[src/rtl/bru_resolve_pkg.sv]
// -----------------------------------------------------------------------------
// bru_pkg - shared definitions for the branch resolution stage.
//   * funct3 encodings of the conditional branches
//   * fsm_e        : resolution FSM states (RUN / REDIR)
//   * br_res_t     : resolved result record. Address fields are sized for the
//                    widest supported XLEN (BR_XLEN_MAX); narrower instances
//                    zero-extend into them and use the low XLEN bits.
// -----------------------------------------------------------------------------
package bru_pkg;

    localparam logic [2:0] BEQ  = 3'b000;
    localparam logic [2:0] BNE  = 3'b001;
    localparam logic [2:0] BLT  = 3'b100;
    localparam logic [2:0] BGE  = 3'b101;
    localparam logic [2:0] BLTU = 3'b110;
    localparam logic [2:0] BGEU = 3'b111;

    // Largest XLEN the result record can carry.
    localparam int BR_XLEN_MAX = 64;

    typedef enum logic {
        RUN   = 1'b0,
        REDIR = 1'b1
    } fsm_e;

    typedef struct packed {
        logic                   taken;
        logic [BR_XLEN_MAX-1:0] target;
        logic [BR_XLEN_MAX-1:0] link;
        logic                   mispredict;
    } br_res_t;

endpackage

[src/rtl/bru_resolve_if.sv]
// -----------------------------------------------------------------------------
// bru_resolve_if - bundle of every non-clock/reset signal of bru_resolve.
//   Parameters: XLEN (operand/PC width), CNT_W (perf counter width).
//   master : upstream/front-end side (drives *_i, samples *_o)
//   slave  : bru_resolve side
//   Input side : valid_i/ready_o, rs1_data_i, rs2_data_i, pc_i, imm_i,
//                is_br_i, is_uncbr_i, is_jalr_i, funct3_i, pred_taken_i,
//                pred_target_i, flush_i
//   Output side: valid_o/ready_i, taken_o, target_o, link_o, mispredict_o
//   Redirect   : redirect_valid_o, redirect_pc_o, redirect_ack_i
//   Perf       : br_cnt_o, mispred_cnt_o
// -----------------------------------------------------------------------------
interface bru_resolve_if #(
    parameter int XLEN  = 32,
    parameter int CNT_W = 32
) ();
    logic             valid_i;
    logic             ready_o;
    logic [XLEN-1:0]  rs1_data_i;
    logic [XLEN-1:0]  rs2_data_i;
    logic [XLEN-1:0]  pc_i;
    logic [XLEN-1:0]  imm_i;
    logic             is_br_i;
    logic             is_uncbr_i;
    logic             is_jalr_i;
    logic [2:0]       funct3_i;
    logic             pred_taken_i;
    logic [XLEN-1:0]  pred_target_i;
    logic             flush_i;
    logic             valid_o;
    logic             ready_i;
    logic             taken_o;
    logic [XLEN-1:0]  target_o;
    logic [XLEN-1:0]  link_o;
    logic             mispredict_o;
    logic             redirect_valid_o;
    logic [XLEN-1:0]  redirect_pc_o;
    logic             redirect_ack_i;
    logic [CNT_W-1:0] br_cnt_o;
    logic [CNT_W-1:0] mispred_cnt_o;

    modport master (
        output valid_i, rs1_data_i, rs2_data_i, pc_i, imm_i,
               is_br_i, is_uncbr_i, is_jalr_i, funct3_i,
               pred_taken_i, pred_target_i, flush_i, ready_i, redirect_ack_i,
        input  ready_o, valid_o, taken_o, target_o, link_o, mispredict_o,
               redirect_valid_o, redirect_pc_o, br_cnt_o, mispred_cnt_o
    );

    modport slave (
        input  valid_i, rs1_data_i, rs2_data_i, pc_i, imm_i,
               is_br_i, is_uncbr_i, is_jalr_i, funct3_i,
               pred_taken_i, pred_target_i, flush_i, ready_i, redirect_ack_i,
        output ready_o, valid_o, taken_o, target_o, link_o, mispredict_o,
               redirect_valid_o, redirect_pc_o, br_cnt_o, mispred_cnt_o
    );
endinterface

[src/rtl/bru_resolve_cmp.sv]
// -----------------------------------------------------------------------------
// bru_cmp - combinational branch comparator, parametrised by XLEN.
//   i_a, i_b : operands (rs1, rs2)
//   o_eq     : i_a == i_b
//   o_lt     : signed   i_a < i_b
//   o_ltu    : unsigned i_a < i_b
// One XLEN+1 bit subtract (a + ~b + 1) provides all three flags.
// -----------------------------------------------------------------------------
module bru_cmp #(
    parameter int XLEN = 32
) (
    input  logic [XLEN-1:0] i_a,
    input  logic [XLEN-1:0] i_b,
    output logic            o_eq,
    output logic            o_lt,
    output logic            o_ltu
);
    logic [XLEN:0] w_sub;
    logic          w_ovf;

    assign w_sub = {1'b0, i_a} + {1'b0, ~i_b} + (XLEN+1)'(1);

    // Signed overflow: operand signs differ and the result sign differs from a.
    assign w_ovf = (i_a[XLEN-1] ^ i_b[XLEN-1]) & (w_sub[XLEN-1] ^ i_a[XLEN-1]);

    assign o_eq  = (w_sub[XLEN-1:0] == '0);
    assign o_ltu = ~w_sub[XLEN];          // no carry out means a borrow occurred
    assign o_lt  = w_sub[XLEN-1] ^ w_ovf;
endmodule

[src/rtl/bru_resolve.sv]
// -----------------------------------------------------------------------------
// bru_resolve - branch resolution stage at the EX boundary.
//   Parameters: XLEN (8..64), CNT_W (perf counter width)
//   clk_i  : clock
//   rst_ni : asynchronous active-low reset
//   bus    : bru_resolve_if.slave - instruction input handshake, result output
//            handshake, redirect request/ack, perf counters
// Accepts one branch/jump per handshake, resolves direction and target,
// compares with the fetch prediction and, on a mispredict, holds a redirect
// request (REDIR state) until the front end acknowledges it. flush_i kills
// the pending result and redirect and drops the input of that cycle.
// Optional feature: define BRU_RESOLVE_PERF_EN for saturating retire and
// mispredict counters; otherwise the counter outputs are constant zero.
// -----------------------------------------------------------------------------
module bru_resolve
    import bru_pkg::*;
#(
    parameter int XLEN  = 32,
    parameter int CNT_W = 32
) (
    input  logic          clk_i,
    input  logic          rst_ni,
    bru_resolve_if.slave  bus
);
    logic            w_eq, w_lt, w_ltu, w_cond, w_taken, w_is_cf;
    logic            w_ready, w_accept, w_retire, w_redirect_valid;
    logic [XLEN-1:0] w_seq_pc, w_br_target, w_jalr_sum, w_target;
    br_res_t         w_res, r_res;
    fsm_e            r_state, w_state_next;
    logic            r_valid;
    logic [XLEN-1:0] r_redirect_pc;
    logic            w_unused_bits;

    bru_cmp #(.XLEN(XLEN)) u_cmp (
        .i_a   (bus.rs1_data_i),
        .i_b   (bus.rs2_data_i),
        .o_eq  (w_eq),
        .o_lt  (w_lt),
        .o_ltu (w_ltu)
    );

    always_comb begin
        w_cond = 1'b0;
        case (bus.funct3_i)
            BEQ:     w_cond = w_eq;
            BNE:     w_cond = ~w_eq;
            BLT:     w_cond = w_lt;
            BGE:     w_cond = ~w_lt;
            BLTU:    w_cond = w_ltu;
            BGEU:    w_cond = ~w_ltu;
            default: w_cond = 1'b0;
        endcase
    end

    assign w_is_cf     = bus.is_br_i | bus.is_uncbr_i | bus.is_jalr_i;
    assign w_taken     = bus.is_uncbr_i | bus.is_jalr_i | (bus.is_br_i & w_cond);
    assign w_seq_pc    = bus.pc_i + XLEN'(4);
    assign w_br_target = bus.pc_i + bus.imm_i;
    assign w_jalr_sum  = bus.rs1_data_i + bus.imm_i;

    always_comb begin
        w_target = w_seq_pc;
        if (w_taken) begin
            if (bus.is_jalr_i) w_target = {w_jalr_sum[XLEN-1:1], 1'b0};
            else               w_target = w_br_target;
        end
    end

    always_comb begin
        w_res            = '0;
        w_res.taken      = w_taken;
        w_res.target     = BR_XLEN_MAX'(w_target);
        w_res.link       = BR_XLEN_MAX'(w_seq_pc);
        // Non control-flow instructions never mispredict.
        w_res.mispredict = w_is_cf &
                           ((w_taken != bus.pred_taken_i) |
                            (w_taken & (w_target != bus.pred_target_i)));
    end

    // Handshakes. The output slot frees in the same cycle it retires, giving
    // full throughput in RUN; REDIR blocks new work until the redirect is taken.
    assign w_ready  = (r_state == RUN) & (~r_valid | bus.ready_i);
    assign w_accept = bus.valid_i & w_ready & ~bus.flush_i;
    assign w_retire = r_valid & bus.ready_i;

    always_ff @(posedge clk_i or negedge rst_ni) begin
        if (!rst_ni) r_state <= RUN;
        else         r_state <= w_state_next;
    end

    always_comb begin
        w_state_next     = r_state;
        w_redirect_valid = 1'b0;
        case (r_state)
            RUN: begin
                if (w_accept && w_res.mispredict) w_state_next = REDIR;
            end
            REDIR: begin
                w_redirect_valid = 1'b1;
                if (bus.redirect_ack_i) w_state_next = RUN;
            end
            default: w_state_next = RUN;
        endcase
        if (bus.flush_i) w_state_next = RUN;   // flush beats ack and accept
    end

    always_ff @(posedge clk_i or negedge rst_ni) begin
        if (!rst_ni) begin
            r_valid       <= 1'b0;
            r_res         <= '0;
            r_redirect_pc <= '0;
        end else if (bus.flush_i) begin
            r_valid <= 1'b0;
        end else if (w_accept) begin
            r_valid <= 1'b1;
            r_res   <= w_res;
            if (w_res.mispredict) r_redirect_pc <= w_target;
        end else if (w_retire) begin
            r_valid <= 1'b0;
        end
    end

`ifdef BRU_RESOLVE_PERF_EN
    logic [CNT_W-1:0] r_br_cnt, r_mispred_cnt;

    // Count retiring results only; a flush in the same cycle discards it.
    always_ff @(posedge clk_i or negedge rst_ni) begin
        if (!rst_ni) begin
            r_br_cnt      <= '0;
            r_mispred_cnt <= '0;
        end else if (w_retire && !bus.flush_i) begin
            if (r_br_cnt != '1) r_br_cnt <= r_br_cnt + CNT_W'(1);
            if (r_res.mispredict && (r_mispred_cnt != '1))
                r_mispred_cnt <= r_mispred_cnt + CNT_W'(1);
        end
    end

    assign bus.br_cnt_o      = r_br_cnt;
    assign bus.mispred_cnt_o = r_mispred_cnt;
`else
    assign bus.br_cnt_o      = {CNT_W{1'b0}};
    assign bus.mispred_cnt_o = {CNT_W{1'b0}};
`endif

    assign bus.ready_o          = w_ready;
    assign bus.valid_o          = r_valid;
    assign bus.taken_o          = r_res.taken;
    assign bus.target_o         = r_res.target[XLEN-1:0];
    assign bus.link_o           = r_res.link[XLEN-1:0];
    assign bus.mispredict_o     = r_res.mispredict;
    assign bus.redirect_valid_o = w_redirect_valid;
    assign bus.redirect_pc_o    = r_redirect_pc;

    // Record bits above XLEN are always zero and have no consumer.
    assign w_unused_bits = ^{r_res.target, r_res.link};
endmodule

[src/flat_wrapper.sv]
// flat-port wrapper written by rule: the top's interface ports become plain ports
module bru_resolve_flat import bru_pkg::*;
#(
    parameter int XLEN  = 32,
    parameter int CNT_W = 32
)
  (clk_i, rst_ni, bus_valid_i, bus_rs1_data_i, bus_rs2_data_i, bus_pc_i, bus_imm_i, bus_is_br_i, bus_is_uncbr_i, bus_is_jalr_i, bus_funct3_i, bus_pred_taken_i, bus_pred_target_i, bus_flush_i, bus_ready_i, bus_redirect_ack_i, bus_ready_o, bus_valid_o, bus_taken_o, bus_target_o, bus_link_o, bus_mispredict_o, bus_redirect_valid_o, bus_redirect_pc_o, bus_br_cnt_o, bus_mispred_cnt_o);
  bru_resolve_if #(.XLEN(XLEN), .CNT_W(CNT_W)) bus_i ();
  input  logic clk_i;
  input  logic rst_ni;
  input wire logic [$bits(bus_i.valid_i)-1:0] bus_valid_i;
  input wire logic [$bits(bus_i.rs1_data_i)-1:0] bus_rs1_data_i;
  input wire logic [$bits(bus_i.rs2_data_i)-1:0] bus_rs2_data_i;
  input wire logic [$bits(bus_i.pc_i)-1:0] bus_pc_i;
  input wire logic [$bits(bus_i.imm_i)-1:0] bus_imm_i;
  input wire logic [$bits(bus_i.is_br_i)-1:0] bus_is_br_i;
  input wire logic [$bits(bus_i.is_uncbr_i)-1:0] bus_is_uncbr_i;
  input wire logic [$bits(bus_i.is_jalr_i)-1:0] bus_is_jalr_i;
  input wire logic [$bits(bus_i.funct3_i)-1:0] bus_funct3_i;
  input wire logic [$bits(bus_i.pred_taken_i)-1:0] bus_pred_taken_i;
  input wire logic [$bits(bus_i.pred_target_i)-1:0] bus_pred_target_i;
  input wire logic [$bits(bus_i.flush_i)-1:0] bus_flush_i;
  input wire logic [$bits(bus_i.ready_i)-1:0] bus_ready_i;
  input wire logic [$bits(bus_i.redirect_ack_i)-1:0] bus_redirect_ack_i;
  output wire logic [$bits(bus_i.ready_o)-1:0] bus_ready_o;
  output wire logic [$bits(bus_i.valid_o)-1:0] bus_valid_o;
  output wire logic [$bits(bus_i.taken_o)-1:0] bus_taken_o;
  output wire logic [$bits(bus_i.target_o)-1:0] bus_target_o;
  output wire logic [$bits(bus_i.link_o)-1:0] bus_link_o;
  output wire logic [$bits(bus_i.mispredict_o)-1:0] bus_mispredict_o;
  output wire logic [$bits(bus_i.redirect_valid_o)-1:0] bus_redirect_valid_o;
  output wire logic [$bits(bus_i.redirect_pc_o)-1:0] bus_redirect_pc_o;
  output wire logic [$bits(bus_i.br_cnt_o)-1:0] bus_br_cnt_o;
  output wire logic [$bits(bus_i.mispred_cnt_o)-1:0] bus_mispred_cnt_o;
  assign bus_i.valid_i = bus_valid_i;
  assign bus_i.rs1_data_i = bus_rs1_data_i;
  assign bus_i.rs2_data_i = bus_rs2_data_i;
  assign bus_i.pc_i = bus_pc_i;
  assign bus_i.imm_i = bus_imm_i;
  assign bus_i.is_br_i = bus_is_br_i;
  assign bus_i.is_uncbr_i = bus_is_uncbr_i;
  assign bus_i.is_jalr_i = bus_is_jalr_i;
  assign bus_i.funct3_i = bus_funct3_i;
  assign bus_i.pred_taken_i = bus_pred_taken_i;
  assign bus_i.pred_target_i = bus_pred_target_i;
  assign bus_i.flush_i = bus_flush_i;
  assign bus_i.ready_i = bus_ready_i;
  assign bus_i.redirect_ack_i = bus_redirect_ack_i;
  assign bus_ready_o = bus_i.ready_o;
  assign bus_valid_o = bus_i.valid_o;
  assign bus_taken_o = bus_i.taken_o;
  assign bus_target_o = bus_i.target_o;
  assign bus_link_o = bus_i.link_o;
  assign bus_mispredict_o = bus_i.mispredict_o;
  assign bus_redirect_valid_o = bus_i.redirect_valid_o;
  assign bus_redirect_pc_o = bus_i.redirect_pc_o;
  assign bus_br_cnt_o = bus_i.br_cnt_o;
  assign bus_mispred_cnt_o = bus_i.mispred_cnt_o;
  bru_resolve #(.XLEN(XLEN), .CNT_W(CNT_W)) u_core (.clk_i(clk_i), .rst_ni(rst_ni), .bus(bus_i));
endmodule
[config.mk]
export PLATFORM = sky130hd
export DESIGN_NAME = bru_resolve_flat
export DESIGN_NICKNAME = d
export VERILOG_FILES = /design/src/rtl/bru_resolve_pkg.sv /design/src/rtl/bru_resolve_if.sv /design/src/rtl/bru_resolve_cmp.sv /design/src/rtl/bru_resolve.sv /design/src/flat_wrapper.sv
export SDC_FILE = /design/constraint.sdc
export NUM_CORES = 1
export LEC_CHECK = 0
export ABC_AREA = 0
export BUFFER_PORTS_ARGS = -buffer_cell sky130_fd_sc_hd__buf_2
export CORE_MARGIN = 5
export CORE_UTILIZATION = 40
export CTS_CLUSTER_SIZE = 28
export DETAILED_ROUTE_END_ITERATION = 16
export GPL_TIMING_DRIVEN = 1
export SYNTH_ARGS = -nofsm -noshare
export SYNTH_HDL_FRONTEND = slang
export SYNTH_SLANG_ARGS = --single-unit
[constraint.sdc]
create_clock -name clk_i -period 6.3 [get_ports clk_i]
set_clock_uncertainty 0.2 [all_clocks]
set_input_delay 0.315 -clock clk_i [delete_from_list [all_inputs] [get_ports clk_i]]
set_output_delay 0.315 -clock clk_i [all_outputs]
set_load 0.005 [all_outputs]
==> results.py, run 1 <==
metrics = {
    "run_status": {
        "run_status": "complete, but fails checks",
        "violations": "negative setup slack",
    },
    "timing": {
        "fin_tns_setup_ns": -5.03,
        "setup_violations": 34,
        "post-route-min-period_ns": 6.48,
        "slew_headroom_pct": 30.2,
        "tightest_slew_ns": 1.04,
        "setup_ws_ns": -0.177,
        "max_freq_mhz": 154,
        "rsz0062_at_grt": "yes",
        "finalHoldViolCount": 0,
        "finalMaxSlewViolations": 0,
        "finalCritPeriodShare_pct": 103,
        "fin_hold_ws_ns": 0.0394,
    },
    "worst_setup_path": {
        "crit_path_max_fanout": 8,
        "cp_data_required_time_ns": 6.32,
        "startpoint_type": "input port",
        "path_common_cell": "buf_4",
        "cp.arrival_ns": 6.50,
        "cp_slowest_cell": "or4_4",
        "crit_type": "input port to register",
        "end_kind": "register",
        "critPathMaxStageDelay_ns": 0.47,
    },
    "detailed_routing": {
        "via_per_inst": 5.47,
        "wirelength_um": 43800,
        "vias": 12800,
        "antenna_left": 0,
        "wl_per_cell_um": 18.8,
        "drtIter0Drc": 990,
        "firstDrtPassIters": 5,
        "drcViolationCount": 0,
    },
    "clock_tree": {
        "clock-root-buffer": "clkbuf_16",
        "cts_tree": "done",
        "clk_pin_slew_ns": 0.07,
        "cts_made_buffers": 9,
        "htreeDepth": 3,
        "clkSinkCount": 100,
        "clkLatencyLatePin_ns": 0.34,
        "clk_path_buf_depth": 2,
    },
    "yosys": {
        "synthDominantCellAreaShare_pct": 21.4,
        "ys_seq_elements": 100,
        "yosys_warnings": 0,
        "synth_area_leaders": "dfrtp_1 (21%), ha_1 (10%), nand2_1 (8.4%)",
        "async_flop_share_pct": 100,
        "ys_seq_area_share_pct": 21.4,
        "syn_area_per_cell_um2": 7.56,
        "netlist_instances": 1544,
        "synth_ff_type": "dfrtp_1",
        "synth.distinct_cells": 80,
        "synth_edf_count": 0,
        "netlist_area_um2": 11700,
        "synth_top_area_cell": "dfrtp_1",
    },
    "cells_and_area": {
        "areaGrowthSynthToFinish_pct": 32.8,
        "final_util_pct": 53.8,
        "fin_cells": 2336,
        "drive_above_1_share_pct": 29.2,
        "final_nets": 2213,
        "n_fill_cell": 2806,
    },
    "global_route": {
        "grt_util_all_layers_pct": 24.9,
        "antenna_found_initial": 13,
        "grt_pass1_wl_um": 66400,
        "grt_max_degree": 97,
        "grt-ovfl-total": 0,
        "grt_pass1_vias": 12200,
    },
    "min_path": {
        "hold_path.class": "input port to register",
    },
    "flow_run": {
        "cap_violations": 0,
    },
    "pwr": {
        "ir_drop_mv": 0.144,
        "p_leak_nw": 7.44,
        "power.density_nw_per_um2": 199,
    },
    "placement": {
        "dp.cells": 2288,
        "io_buffers": 273,
        "hpwl_um": 35500,
        "gp_congestion": 0.911,
    },
    "floorplan": {
        "fp.dieArea_um2": 32700,
        "core_area_um2": 28800,
        "die_w_um": 181,
        "io_pins": 338,
        "die_y_um": 181,
        "placementRows": 62,
        "initial_core_util_pct": 40.5,
    },
}
-- flip-flops by register name, summed over array words and instances (netlist names) --
name,cells
u_core.bus.valid_o,1
u_core.bus.redirect_pc_o,32
u_core.bus.link_o,32
u_core.r_state,1
u_core.bus.taken_o,1
u_core.bus.mispredict_o,1
u_core.bus.target_o,32
-- metal layers --
layer | share of wire (%) | up-vias | global-route usage [%]
met4 | 2.4 | 16 | 6.78
met2 | 48 | 442 | 42.1
met5 | 0.25 | - | 0
met3 | 6.4 | 61 | 3.62
li1 | - | 6228 | -
met1 | 43 | 6029 | 33.4
-- metrics by stage --
stage / worst slack (ns) / instance area [µm²] / power (mW)
4_1_cts: -0.250 / 15100 / 3.02
3_5_place_dp: -0.781 / 14300 / 2.39
2_1_floorplan: 0.00141 / 12000 / 1.76
5_1_grt: -0.486 / 15500 / 3.30
3_3_place_gp: -0.681 / 14300 / 2.37
6_report: -0.177 / 15500 / 3.09
-- area by class of cell --
class,instances,area [µm²],area share [%]
inverter,63,241,1.56
tap,384,480,3.10
clock buffer,12,256,1.66
antenna,5,12.5,0.0808
clock inverter,4,47.5,0.307
multi-input combinational,1319,9010,58.2
timing repair buffer,449,2940,19.0
sequential,100,2500,16.2
-- worst max-delay path, delay by kind of cell --
family / cells / cell delay [ns]
AOI/OAI and AO/OA: 14 / 2.26
and+or+nand+nor: 9 / 1.89
adders and majority gates: 2 / 0.37
muxes: 1 / 0.38
buffers and inverters: 9 / 1.27
-- cell usage after synthesis, drive strengths merged (10+ instances only) --
master    n
xnor2    68
nand2   262
a21o     28
nor2b    44
mux2i    33
and3     21
a32oi    30
nand2b   14
dfrtp   100
a21oi   107
buf      80
o31ai    10
a211oi   20
o21ai   127
xor2     46
nor2     92
nand3    21
inv      63
a31oi    16
nand4    23
ha       94
nor3     18
o21bai   12
o21a     20
clkbuf   45
o211ai   17
-- cells by family (layout without fill, tap and decap cells) --
logic type	Yosys count	count (layout)	share of synthesized area, %
buffers and inverters	188	528	8.32
other	1	69	0.0321
AOI/OAI and AO/OA	451	451	24.9
adders and majority gates	98	98	10.8
DFF	100	100	21.4
and+or+nand+nor	551	551	22.3
xor gates and xnor gates	114	114	8.56
muxes	41	41	3.63
-- layout by cell type (no fill, tap or decap), types with 28 or more instances in the layout --
cell,netlist,routed
nand2_1,262,262
a32oi_1,30,30
o21ai_0,95,95
buf_4,66,159
a21oi_1,107,100
a21o_1,28,28
conb_1,1,64
buf_2,8,257
ha_1,94,82
nor2_1,92,91
xor2_1,46,46
dfrtp_1,100,100
xnor2_1,68,64
nor2b_1,43,42
inv_1,63,55
-- report_power, final --
group          switching, mW  total [mW]  internal (mW)
Combinational          0.853        1.58          0.731
Sequential             0.119       0.922          0.803
Clock                  0.253       0.582          0.329
Total                   1.22        3.09           1.86
-- path summary, 6_finish.rpt --
path,cells after the start,endpoint,slack (ns),start
worst min-delay path,2,u_core.bus.link_o[2],0.04,bus_pc_i[2]
min in group asynchronous,2,u_core.bus.link_o[3],0.28,rst_ni
max in group asynchronous,3,u_core.bus.target_o[26],4.43,rst_ni
worst min register to register,2,u_core.bus.target_o[9],0.27,u_core.bus.target_o[9]
worst max register to register,9,u_core.bus.redirect_pc_o[14],3.59,u_core.bus.valid_o
worst max-delay path,35,u_core.bus.redirect_pc_o[14],-0.18,bus_rs2_data_i[10]
-- timing repair --
action                                 CTS  global route
endpoints found under the hold margin   40             0
gates cloned                             1             3
setup endpoints to repair               34            34
resized for setup                       63            53
buffers inserted                        13             6
hold buffers                             4             0
pin swaps                                7            21
Power figures use the tool's default switching activity.
==> run 2: changes to the inputs <==
- PLACE_DENSITY_LB_ADDON: unset -> 0.05
==> results.py, run 2 (synthesized netlist as in run 1, its figures left out) <==
metrics = {
    "worst_setup_path": {
        "worstReg2RegEnd": "u_core.bus.redirect_pc_o[2]",
        "end_kind": "register",
        "crit_path_max_fanout": 8,
        "reg2reg_from": "u_core.bus.valid_o",
        "cp_data_required_time_ns": 6.33,
        "startpoint_type": "input port",
        "reg2reg_slack_ns": 3.75,
        "cp_slowest_cell": "or4_4",
        "reg2reg_depth": 9,
        "crit_type": "input port to register",
        "cp.arrival_ns": 6.52,
        "critPathMaxStageDelay_ns": 0.56,
        "path_common_cell": "a21oi_2",
    },
    "cells_and_area": {
        "drive_above_1_share_pct": 28.5,
        "n_fill_cell": 2937,
        "areaGrowthSynthToFinish_pct": 30.8,
        "multiInputGateArea_um2": 8840,
        "final_util_pct": 53.0,
        "fin_cells": 2332,
        "layout.cells.most_common_list": "buf_2 (266), nand2_1 (262), buf_4 (162)",
        "final_nets": 2212,
        "regArea_um2": 2500,
        "layout_commonest_cell": "buf_2",
    },
    "run_status": {
        "violations": "negative setup slack",
        "run_status": "complete, but fails checks",
    },
    "placement": {
        "dp.cells": 2293,
        "gp_congestion": 0.904,
        "io_buffers": 273,
        "hpwl_um": 35700,
        "pre_cts_slack_ns": -0.788,
    },
    "clock_tree": {
        "cts_made_buffers": 9,
        "htreeDepth": 3,
        "clkSinkCount": 100,
        "cts_tree": "done",
        "clock-root-buffer": "clkbuf_16",
        "clk_pin_slew_ns": 0.07,
        "clk_path_buf_depth": 2,
        "clkLatencyLatePin_ns": 0.35,
    },
    "floorplan": {
        "die_w_um": 181,
        "io_pins": 338,
        "core_area_um2": 28800,
        "die_y_um": 181,
        "fp.dieArea_um2": 32700,
        "placementRows": 62,
        "initial_core_util_pct": 40.5,
    },
    "min_path": {
        "hold_depth": 2,
        "hold_path.class": "input port to register",
        "hold_start": "bus_pc_i[2]",
        "min_to": "u_core.bus.link_o[2]",
    },
    "global_route": {
        "grt-ovfl-total": 0,
        "grt_max_degree": 97,
        "grt_pass1_vias": 12100,
        "grt_pass1_wl_um": 66200,
        "antenna_found_initial": 9,
        "grt_util_all_layers_pct": 25.0,
    },
    "detailed_routing": {
        "wirelength_um": 43600,
        "wl_per_cell_um": 18.7,
        "drtIter0Drc": 827,
        "antenna_left": 0,
        "via_per_inst": 5.35,
        "firstDrtPassIters": 5,
        "vias": 12500,
        "drcViolationCount": 0,
    },
    "timing": {
        "slew_headroom_pct": 36.4,
        "post-route-min-period_ns": 6.49,
        "finalCritPeriodShare_pct": 103,
        "rsz0062_at_grt": "yes",
        "fin_tns_setup_ns": -5.69,
        "max_freq_mhz": 154,
        "setup_ws_ns": -0.191,
        "finalMaxSlewViolations": 0,
        "tightest_slew_ns": 0.955,
        "setup_violations": 34,
        "finalHoldViolCount": 0,
        "fin_hold_ws_ns": 0.0332,
    },
    "pwr": {
        "power.density_nw_per_um2": 202,
        "ir_drop_mv": 0.121,
        "p_leak_nw": 7.44,
    },
    "flow_run": {
        "cap_violations": 0,
    },
}
## run 2: cell types whose count changed in the layout (fill, tap and decap cells not counted), moves of 7 or more
| cell | change |
|---|---|
| buf_2 | +9 |
| buf_6 | -14 |
| o21ai_1 | -7 |
| mux2i_1 | +8 |
| o21ai_2 | +7 |
| mux2i_4 | -7 |
## run 2: stage by stage
stage               area [µm²]  total power [mW]
floorplan                12000              1.76
global placement         14300              2.39
detailed placement       14300              2.40
CTS                      15000              3.06
global route             15300              3.31
finish                   15300              3.09
## run 2: metal layers
layer / vias to the layer above / wire, µm / share of wire (%) / global-route usage (%)
met5: - / 91 / 0.21 / 0
met4: 14 / 1230 / 2.8 / 6.87
met3: 67 / 2610 / 6.0 / 3.82
met2: 384 / 20700 / 48 / 42.3
met1: 5786 / 18900 / 43 / 33.2
li1: 6218 / - / - / -
## run 2: power breakdown
| part | total (mW) | switching (mW) | internal (mW) |
|---|---|---|---|
| Combinational | 1.55 | 0.834 | 0.712 |
| Clock | 0.621 | 0.257 | 0.364 |
| Sequential | 0.919 | 0.116 | 0.803 |
## run 2: how the worst max path moves through the flow
stage / endpoint / slack (ns) / cells after the start / start
global placement: u_core.r_state / -0.55 / 32 / bus_rs2_data_i[4]
CTS: u_core.bus.redirect_pc_o[8] / -0.16 / 29 / bus_rs2_data_i[4]
detailed placement: u_core.bus.redirect_pc_o[21] / -0.79 / 31 / bus_rs1_data_i[4]
floorplan: u_core.bus.redirect_pc_o[0] / 0.001 / 29 / bus_rs2_data_i[10]
global route: u_core.bus.redirect_pc_o[28] / -0.58 / 30 / bus_rs1_data_i[10]
finish: u_core.bus.redirect_pc_o[5] / -0.19 / 30 / bus_rs1_data_i[12]
## run 2: worst max-delay path, delay by kind of cell
family | cells | cell delay (ns)
and+or+nand+nor | 10 | 2.56
AOI/OAI and AO/OA | 12 | 1.70
adders and majority gates | 2 | 0.75
buffers and inverters | 4 | 0.63
muxes | 2 | 0.58
## run 2: what timing repair did
action | 4_1_cts | 5_1_grt
hold buffers | 4 | 0
gates resized for setup | 41 | 36
endpoints found under the hold margin | 45 | 0
pin swaps | 7 | 18
buffers inserted | 9 | 5
gates cloned | 0 | 3
endpoints found under the setup margin | 34 | 34
## run 2: layout make-up
class                   count  area share [%]
diodes                      2          0.0328
clock buffers              10            1.57
clock inverters             6           0.615
inverters                  63            1.58
multi-input cells        1319            57.9
flip-flops and latches    100            16.4
well taps                 384            3.15
repair buffers            448            18.8
